===== src/rtl/chan_wr_pkg.sv =====
// Shared types for the SPI command/data router: command opcodes, FSM states
// and err_o bit positions.
package chan_wr_pkg;

  typedef enum logic [7:0] {
    CmdConfWr  = 8'h2a,
    CmdAddrWr  = 8'h2b,
    CmdDataWr  = 8'h2c,
    CmdConfRd  = 8'h2d,
    CmdChanSel = 8'h2e
  } cmd_t;

  typedef enum logic [2:0] {
    StIdle,
    StConfWr,
    StConfRd,
    StChanSel,
    StAddrWr,
    StDataWr,
    StFull
  } state_t;

  localparam int unsigned ErrCmd = 0;
  localparam int unsigned ErrSel = 1;
  localparam int unsigned ErrOvf = 2;

endpackage


===== src/rtl/chan_wr_ctl_if.sv =====
// Byte-stream, register-file and pixel-RAM signals of the router. The master side
// owns the SPI byte stream and the configuration registers; the slave is the router.
interface chan_wr_ctl_if #(
  parameter int unsigned CHAN_NUM = 16,
  parameter int unsigned ADDR_W   = 8,
  parameter int unsigned BPP      = 3,
  parameter int unsigned REG_NUM  = 8
);
  localparam int unsigned CW = $clog2(CHAN_NUM);
  localparam int unsigned RW = $clog2(REG_NUM);

  logic                dc_i;
  logic                spi_byte_vld_i;
  logic [7:0]          spi_byte_data_i;
  logic [ADDR_W-1:0]   reg_chan_len_i;
  logic [CW-1:0]       reg_chan_cnt_i;
  logic [RW-1:0]       reg_rd_addr_o;
  logic                reg_wr_en_o;
  logic [RW-1:0]       reg_wr_addr_o;
  logic [CHAN_NUM-1:0] ram_wr_en_o;
  logic [ADDR_W-1:0]   ram_wr_addr_o;
  logic [BPP:0]        ram_wr_byte_en_o;
  logic                ram_wr_done_o;
  logic [2:0]          err_o;

  modport master (
    output dc_i, spi_byte_vld_i, spi_byte_data_i, reg_chan_len_i, reg_chan_cnt_i,
    input  reg_rd_addr_o, reg_wr_en_o, reg_wr_addr_o, ram_wr_en_o, ram_wr_addr_o,
           ram_wr_byte_en_o, ram_wr_done_o, err_o
  );

  modport slave (
    input  dc_i, spi_byte_vld_i, spi_byte_data_i, reg_chan_len_i, reg_chan_cnt_i,
    output reg_rd_addr_o, reg_wr_en_o, reg_wr_addr_o, ram_wr_en_o, ram_wr_addr_o,
           ram_wr_byte_en_o, ram_wr_done_o, err_o
  );

endinterface


===== src/rtl/chan_lane_seq.sv =====
// Pixel address, colour-lane rotation and channel counter for one frame.
// Geometry is captured on load_i and held until the next load.
module chan_lane_seq #(
  parameter int unsigned ADDR_W = 8,
  parameter int unsigned BPP    = 3,
  parameter int unsigned CW     = 4
) (
  input  logic              clk_i,
  input  logic              rst_n_i,
  input  logic              clr_i,
  input  logic              load_i,
  input  logic              step_i,
  input  logic              addr_mode_i,
  input  logic [CW-1:0]     start_chan_i,
  input  logic [CW-1:0]     last_i,
  input  logic [ADDR_W-1:0] len_i,
  output logic [ADDR_W-1:0] addr_o,
  output logic [BPP-1:0]    lane_o,
  output logic [CW-1:0]     chan_o,
  output logic              pix_done_o,
  output logic              frame_done_o
);

  localparam logic [BPP-1:0] LaneFirst = {1'b1, {(BPP-1){1'b0}}};

  logic [ADDR_W-1:0] addr_q, addr_d, len_q, len_d;
  logic [BPP-1:0]    lane_q, lane_d;
  logic [CW-1:0]     chan_q, chan_d, last_q, last_d;
  logic              pix_last;

  // Address mode carries one byte per pixel, so every byte ends a pixel.
  assign pix_last     = addr_mode_i | lane_q[0];
  assign pix_done_o   = step_i & pix_last & (addr_q == len_q);
  assign frame_done_o = pix_done_o & (chan_q == last_q);

  assign addr_o = addr_q;
  assign lane_o = lane_q;
  assign chan_o = chan_q;

  always_comb begin
    addr_d = addr_q;
    lane_d = lane_q;
    chan_d = chan_q;
    len_d  = len_q;
    last_d = last_q;
    if (clr_i) begin
      addr_d = '0;
      lane_d = LaneFirst;
      if (load_i) begin
        len_d  = len_i;
        last_d = last_i;
        chan_d = start_chan_i;
      end
    end else if (step_i) begin
      if (!addr_mode_i) begin
        lane_d = {lane_q[0], lane_q[BPP-1:1]};
      end
      if (pix_last) begin
        if (addr_q == len_q) begin
          addr_d = '0;
          chan_d = chan_q + CW'(1);
        end else begin
          addr_d = addr_q + ADDR_W'(1);
        end
      end
    end
  end

  always_ff @(posedge clk_i or negedge rst_n_i) begin
    if (!rst_n_i) begin
      addr_q <= '0;
      lane_q <= LaneFirst;
      chan_q <= '0;
      len_q  <= '0;
      last_q <= '0;
    end else begin
      addr_q <= addr_d;
      lane_q <= lane_d;
      chan_q <= chan_d;
      len_q  <= len_d;
      last_q <= last_d;
    end
  end

endmodule


===== src/rtl/chan_wr_ctl.sv =====
// SPI command/data router: decodes command bytes, steers data bytes to the config
// register file or the per-channel pixel RAMs, and flags command/select/overflow errors.
module chan_wr_ctl
  import chan_wr_pkg::*;
#(
  parameter int unsigned CHAN_NUM = 16,
  parameter int unsigned ADDR_W   = 8,
  parameter int unsigned BPP      = 3,
  parameter int unsigned REG_NUM  = 8
) (
  input logic          clk_i,
  input logic          rst_n_i,
  chan_wr_ctl_if.slave bus_io
);

  localparam int unsigned CW = $clog2(CHAN_NUM);
  localparam int unsigned RW = $clog2(REG_NUM);

  state_t            state_q, state_d;
  logic [CW-1:0]     start_chan_q, start_chan_d;
  logic [RW-1:0]     wr_ptr_q, wr_ptr_d, rd_ptr_q, rd_ptr_d;
  logic              cmd_vld, data_vld, cmd_acc, frame_load, step;
  logic              reg_wen, ram_done, pix_done, frame_done;
  logic [CHAN_NUM-1:0] ram_en;
  logic [BPP:0]      byte_en;
  logic [2:0]        err;
  logic [ADDR_W-1:0] pix_addr;
  logic [BPP-1:0]    lane;
  logic [CW-1:0]     chan;

  assign cmd_vld  = bus_io.spi_byte_vld_i & ~bus_io.dc_i;
  assign data_vld = bus_io.spi_byte_vld_i & bus_io.dc_i;
  assign step     = data_vld & ((state_q == StAddrWr) | (state_q == StDataWr));

  chan_lane_seq #(
    .ADDR_W(ADDR_W),
    .BPP   (BPP),
    .CW    (CW)
  ) u_seq (
    .clk_i       (clk_i),
    .rst_n_i     (rst_n_i),
    .clr_i       (cmd_acc),
    .load_i      (frame_load),
    .step_i      (step),
    .addr_mode_i (state_q == StAddrWr),
    .start_chan_i(start_chan_q),
    .last_i      (bus_io.reg_chan_cnt_i),
    .len_i       (bus_io.reg_chan_len_i),
    .addr_o      (pix_addr),
    .lane_o      (lane),
    .chan_o      (chan),
    .pix_done_o  (pix_done),
    .frame_done_o(frame_done)
  );

  always_comb begin
    state_d      = state_q;
    start_chan_d = start_chan_q;
    wr_ptr_d     = wr_ptr_q;
    rd_ptr_d     = rd_ptr_q;
    cmd_acc      = 1'b0;
    frame_load   = 1'b0;
    reg_wen      = 1'b0;
    ram_en       = '0;
    ram_done     = 1'b0;
    err          = '0;
    if (cmd_vld) begin
      cmd_acc = 1'b1;
      case (bus_io.spi_byte_data_i)
        CmdConfWr:  state_d = StConfWr;
        CmdConfRd:  state_d = StConfRd;
        CmdChanSel: state_d = StChanSel;
        CmdAddrWr: begin
          state_d    = StAddrWr;
          frame_load = 1'b1;
        end
        CmdDataWr: begin
          state_d    = StDataWr;
          frame_load = 1'b1;
        end
        default: begin
          cmd_acc     = 1'b0;
          state_d     = StIdle;
          err[ErrCmd] = 1'b1;
        end
      endcase
      if (cmd_acc) begin
        wr_ptr_d = '0;
        rd_ptr_d = '0;
      end
    end else if (data_vld) begin
      unique case (state_q)
        StConfWr: begin
          reg_wen  = 1'b1;
          wr_ptr_d = wr_ptr_q + RW'(1);
        end
        StConfRd: rd_ptr_d = rd_ptr_q + RW'(1);
        StChanSel: begin
          if (bus_io.spi_byte_data_i <= 8'(bus_io.reg_chan_cnt_i)) begin
            start_chan_d = bus_io.spi_byte_data_i[CW-1:0];
          end else begin
            err[ErrSel] = 1'b1;
          end
          state_d = StIdle;
        end
        StAddrWr, StDataWr: begin
          ram_en = {{(CHAN_NUM-1){1'b0}}, 1'b1} << chan;
          if (pix_done && frame_done) begin
            ram_done = 1'b1;
            state_d  = StFull;
          end
        end
        StFull:  err[ErrOvf] = 1'b1;
        default: ;
      endcase
    end
  end

  always_comb begin
    byte_en = '0;
    if (state_q == StAddrWr) begin
      byte_en = {1'b1, {BPP{1'b0}}};
    end else if (state_q == StDataWr) begin
      byte_en = {1'b0, lane};
    end
  end

  always_ff @(posedge clk_i or negedge rst_n_i) begin
    if (!rst_n_i) begin
      state_q      <= StIdle;
      start_chan_q <= '0;
      wr_ptr_q     <= '0;
      rd_ptr_q     <= '0;
    end else begin
      state_q      <= state_d;
      start_chan_q <= start_chan_d;
      wr_ptr_q     <= wr_ptr_d;
      rd_ptr_q     <= rd_ptr_d;
    end
  end

  assign bus_io.reg_rd_addr_o    = rd_ptr_q;
  assign bus_io.reg_wr_en_o      = reg_wen;
  assign bus_io.reg_wr_addr_o    = wr_ptr_q;
  assign bus_io.ram_wr_en_o      = ram_en;
  assign bus_io.ram_wr_addr_o    = pix_addr;
  assign bus_io.ram_wr_byte_en_o = byte_en;
  assign bus_io.ram_wr_done_o    = ram_done;
  assign bus_io.err_o            = err;

endmodule

===== src/flat_wrapper.sv =====
// flat-port wrapper written by rule: the top's interface ports become plain ports
module chan_wr_ctl_flat import chan_wr_pkg::*;
#(
  parameter int unsigned CHAN_NUM = 16,
  parameter int unsigned ADDR_W   = 8,
  parameter int unsigned BPP      = 3,
  parameter int unsigned REG_NUM  = 8
)
  (clk_i, rst_n_i, bus_io_dc_i, bus_io_spi_byte_vld_i, bus_io_spi_byte_data_i, bus_io_reg_chan_len_i, bus_io_reg_chan_cnt_i, bus_io_reg_rd_addr_o, bus_io_reg_wr_en_o, bus_io_reg_wr_addr_o, bus_io_ram_wr_en_o, bus_io_ram_wr_addr_o, bus_io_ram_wr_byte_en_o, bus_io_ram_wr_done_o, bus_io_err_o);
  chan_wr_ctl_if #(.CHAN_NUM(CHAN_NUM), .ADDR_W(ADDR_W), .BPP(BPP), .REG_NUM(REG_NUM)) bus_io_i ();
  input logic clk_i;
  input logic rst_n_i;
  input wire logic [$bits(bus_io_i.dc_i)-1:0] bus_io_dc_i;
  input wire logic [$bits(bus_io_i.spi_byte_vld_i)-1:0] bus_io_spi_byte_vld_i;
  input wire logic [$bits(bus_io_i.spi_byte_data_i)-1:0] bus_io_spi_byte_data_i;
  input wire logic [$bits(bus_io_i.reg_chan_len_i)-1:0] bus_io_reg_chan_len_i;
  input wire logic [$bits(bus_io_i.reg_chan_cnt_i)-1:0] bus_io_reg_chan_cnt_i;
  output wire logic [$bits(bus_io_i.reg_rd_addr_o)-1:0] bus_io_reg_rd_addr_o;
  output wire logic [$bits(bus_io_i.reg_wr_en_o)-1:0] bus_io_reg_wr_en_o;
  output wire logic [$bits(bus_io_i.reg_wr_addr_o)-1:0] bus_io_reg_wr_addr_o;
  output wire logic [$bits(bus_io_i.ram_wr_en_o)-1:0] bus_io_ram_wr_en_o;
  output wire logic [$bits(bus_io_i.ram_wr_addr_o)-1:0] bus_io_ram_wr_addr_o;
  output wire logic [$bits(bus_io_i.ram_wr_byte_en_o)-1:0] bus_io_ram_wr_byte_en_o;
  output wire logic [$bits(bus_io_i.ram_wr_done_o)-1:0] bus_io_ram_wr_done_o;
  output wire logic [$bits(bus_io_i.err_o)-1:0] bus_io_err_o;
  assign bus_io_i.dc_i = bus_io_dc_i;
  assign bus_io_i.spi_byte_vld_i = bus_io_spi_byte_vld_i;
  assign bus_io_i.spi_byte_data_i = bus_io_spi_byte_data_i;
  assign bus_io_i.reg_chan_len_i = bus_io_reg_chan_len_i;
  assign bus_io_i.reg_chan_cnt_i = bus_io_reg_chan_cnt_i;
  assign bus_io_reg_rd_addr_o = bus_io_i.reg_rd_addr_o;
  assign bus_io_reg_wr_en_o = bus_io_i.reg_wr_en_o;
  assign bus_io_reg_wr_addr_o = bus_io_i.reg_wr_addr_o;
  assign bus_io_ram_wr_en_o = bus_io_i.ram_wr_en_o;
  assign bus_io_ram_wr_addr_o = bus_io_i.ram_wr_addr_o;
  assign bus_io_ram_wr_byte_en_o = bus_io_i.ram_wr_byte_en_o;
  assign bus_io_ram_wr_done_o = bus_io_i.ram_wr_done_o;
  assign bus_io_err_o = bus_io_i.err_o;
  chan_wr_ctl #(.CHAN_NUM(CHAN_NUM), .ADDR_W(ADDR_W), .BPP(BPP), .REG_NUM(REG_NUM)) u_core (.clk_i(clk_i), .rst_n_i(rst_n_i), .bus_io(bus_io_i));
endmodule

===== config.mk =====
export PLATFORM = sky130hd
export DESIGN_NAME = chan_wr_ctl_flat
export DESIGN_NICKNAME = d
export VERILOG_FILES = /design/src/rtl/chan_wr_pkg.sv /design/src/rtl/chan_wr_ctl_if.sv /design/src/rtl/chan_lane_seq.sv /design/src/rtl/chan_wr_ctl.sv /design/src/flat_wrapper.sv
export SDC_FILE = /design/constraint.sdc
export NUM_CORES = 1
export LEC_CHECK = 0
export CORE_UTILIZATION = 53
export CTS_CLUSTER_DIAMETER = 150
export CTS_CLUSTER_SIZE = 14
export DETAILED_ROUTE_END_ITERATION = 8
export PLACE_DENSITY = 0.86
export SETUP_SLACK_MARGIN = 0.2
export SLEW_MARGIN = 20
export SYNTH_ARGS = -nofsm -noshare
export SYNTH_HDL_FRONTEND = slang
export SYNTH_SLANG_ARGS = --single-unit

===== constraint.sdc =====
create_clock -name clk_i -period 4.3 [get_ports clk_i]
set_input_delay 0.86 -clock clk_i [delete_from_list [all_inputs] [get_ports clk_i]]
set_output_delay 0.86 -clock clk_i [all_outputs]
set_load 0.05 [all_outputs]

==> flow_summary.toml <==
[run_status]
outcome = "finished clean"

[clock_tree]
path_clk_slew_ps = 70
cts_resized = 0
htreeDepth = 2
numCtsBuffers = 5
cts_setup_buffers = 0
cts_tree = "yes"
cts_hold_buffers = 0
cts_root_buffer = "clkbuf_8"
clkLatencyLatePin_ps = 290
cts.sinks = 40
clock_path_buffers = 2

[global_routing]
grt_pass1_wl_um = 9360
grt_use_met1 = 0.313
grt_util_all_layers = 0.234
grt_start_max_net_pins = 41
first_global_vias = 2016
grt_util_met2 = 0.385
grt.overflow.total = 0
antenna_found_initial = 0
busiest_layer = "met2"
gr-usage-met3 = 0.0375

[worst_setup_path]
crit_slowest_cell = "clkdlybuf4s50_1"
r2r-end = "u_core.state_q[0]$_DFFE_PN0P_"
crit_chain = "clkdlybuf4s50_1, nand4b_1, nor2_1, and3_1, clkdlybuf4s50_1"
path_class = "input pin to primary output"
cp_max_fo = 10
startpoint_type = "input pin"
rr_startpoint = "u_core.state_q[1]$_DFFE_PN0P_"
critPathArrivalTime_ps = 3050
crit_start = "bus_io_spi_byte_vld_i"
slowest_delay_ps = 800
endpoint_kind = "primary output"
reg2reg_slack_ps = 2220
cp_common_cell = "clkdlybuf4s50_1"
rr_worst_depth = 5
cp_data_required_time_ps = 3440

[flow_run]
drv_cap = 0

[logic_synthesis]
netlist_top_cells_area = "dfrtp_1 (39%), ha_1 (6.6%), xor2_1 (5.3%)"
yosysMostFrequentCell = "dfrtp_1"
ys_seq_elements = 40
synth.distinct_cells = 51
syn_nets = 288
synth_edf_count = 0
ys_top_cells_by_count = "dfrtp_1 (39), nand2_1 (21), nor2_1 (16)"
synthesis.area_mm2 = 0.00248
synth_ff_type = "dfrtp_1"
avgSynthCellArea_um2 = 9.87
yosysSeqAreaShare = 0.405
synthArstFlopShare = 1.00
synth_largest_area_cell = "dfrtp_1"
yosys_warnings = 0
synth_top_area_share = 0.394
syn_inst = 251

[layout]
area_delta_synth_final_pct = 29.2
final_area_mm2 = 0.00320
num_antenna_cells = 0
fillers = 352
drive_above_1_share = 0.0962
final-seq-area_mm2 = 0.00100
multiInputGateArea_mm2 = 0.00137
nets = 348

[power]
ir_worst_vdd_mv = 0.194
p_leak_nw = 1.59
power_mw = 0.855
p_per_area_mw_per_mm2 = 267

[worst_hold_path]
worstHoldPathType = "flip-flop to flip-flop"
hp-start = "u_core.start_chan_q[2]$_DFFE_PN0P_"
hold_depth = 1
hold_end = "u_core.start_chan_q[2]$_DFFE_PN0P_"

[placed_design]
postPlaceCellArea_mm2 = 0.00311
port_buffers = 62
routabilityCongestion = 0.812
place_hpwl_um = 4180

[detailed_routing]
avgViaCountPerCell = 5.79
ant_nets = 0
drc = 0
drt_iter0_drc = 149
wire_per_inst_um = 14.8
num_vias = 2107
first_pass_iters = 4
drt-total-wl_um = 5400

[sta]
finalCriticalPeriod_ps = 3910
timing.final.crit_share = 0.910
slew_headroom = 0.414
fin_tns_setup_ps = 0
max_freq_ghz = 0.256
finalClockSkew_ps = 6.79
rsz0062_at_grt = "false"
maxSlewViolCount = 0
finalHoldViolCount = 0
tightest_slew_ps = 880
setup_viol = 0

[die]
die_y_um = 70.4
dieWidth_um = 70.4
row_count = 24
core_area_mm2 = 0.00441
ios = 63
fp.dieArea_mm2 = 0.00495
start_util = 0.561
## logic make-up (layout without fill, tap and decap cells)
family	Yosys count	in the layout	synth area share
DFF	40	40	0.405
adders and majority gates	13	13	0.0657
xor gates and xnor gates	17	17	0.0601
and+or+nand+nor	100	100	0.234
buffers and inverters	22	83	0.0434
muxes	22	22	0.0965
AOI/OAI and AO/OA	37	37	0.0955
## worst max-delay path, delay by kind of cell
family / cells / cell delay [ps]
AND/OR/NAND/NOR: 3 / 720
buffers and inverters: 2 / 1470
## report_power, final
part | total, mW | switching (mW) | internal (mW)
sequential | 0.429 | 0.0308 | 0.398
combinational | 0.170 | 0.0961 | 0.0739
clock | 0.257 | 0.126 | 0.130
total | 0.855 | 0.253 | 0.602
## layout make-up
class                   instances  share of cell area
repair buffers                 62               0.195
well taps                      52              0.0203
clock buffers                   7              0.0270
inverters                      13              0.0152
clock inverters                 1             0.00235
flip-flops and latches         40               0.313
multi-input cells             189               0.427
## layer usage
layer,wire length [um],vias up
met2,2640,73
met5,0,-
li1,-,1003
met1,2410,1021
met3,278,10
met4,75,0
## worst max-delay path by stage
stage	end	cells past startpoint
floorplan	bus_io_err_o[2]	3
global placement	bus_io_ram_wr_en_o[1]	5
detailed placement	bus_io_ram_wr_en_o[6]	5
CTS	bus_io_ram_wr_en_o[6]	5
global route	bus_io_ram_wr_en_o[6]	5
finish	bus_io_ram_wr_en_o[6]	5
## state kept, by name (all words and copies together) (netlist names)
register and count:
u_core.u_seq.chan_o 4, u_core.u_seq.addr_o 8, u_core.u_seq.lane_o 3, u_core.state_q 3
u_core.start_chan_q 4, u_core.u_seq.len_q 8, u_core.u_seq.last_q 4, u_core.bus_io.reg_rd_addr_o 3
u_core.bus_io.reg_wr_addr_o 3
## stage by stage
step                 util  std cells  hold WS [ps]  worst slack [ps]
global placement    0.704        356           491               466
detailed placement  0.704        356           494               426
floorplan               -        251           475               781
global route        0.725        364           522               243
finish              0.725        364           509               389
CTS                 0.725        364           510               412
## cells in the final DEF, fill, tap and decap left out, types with 3 or more instances in the layout
| cell | n |
|---|---|
| clkdlybuf4s50_1 | 59 |
| and2_1 | 7 |
| mux2i_1 | 7 |
| ha_1 | 13 |
| dfrtp_1 | 39 |
| nand4_1 | 3 |
| xor2_1 | 15 |
| nand3_1 | 7 |
| o21ai_0 | 12 |
| clkbuf_8 | 6 |
| a22o_1 | 3 |
| nand2b_1 | 3 |
| nor3_1 | 4 |
| nand2_1 | 21 |
| and3_1 | 15 |
| mux2_2 | 10 |
| mux2_1 | 5 |
| nor2_1 | 16 |
| inv_1 | 13 |
| a21oi_1 | 10 |
| or3_1 | 5 |
Note: power is estimated with default switching activity, not from simulation.
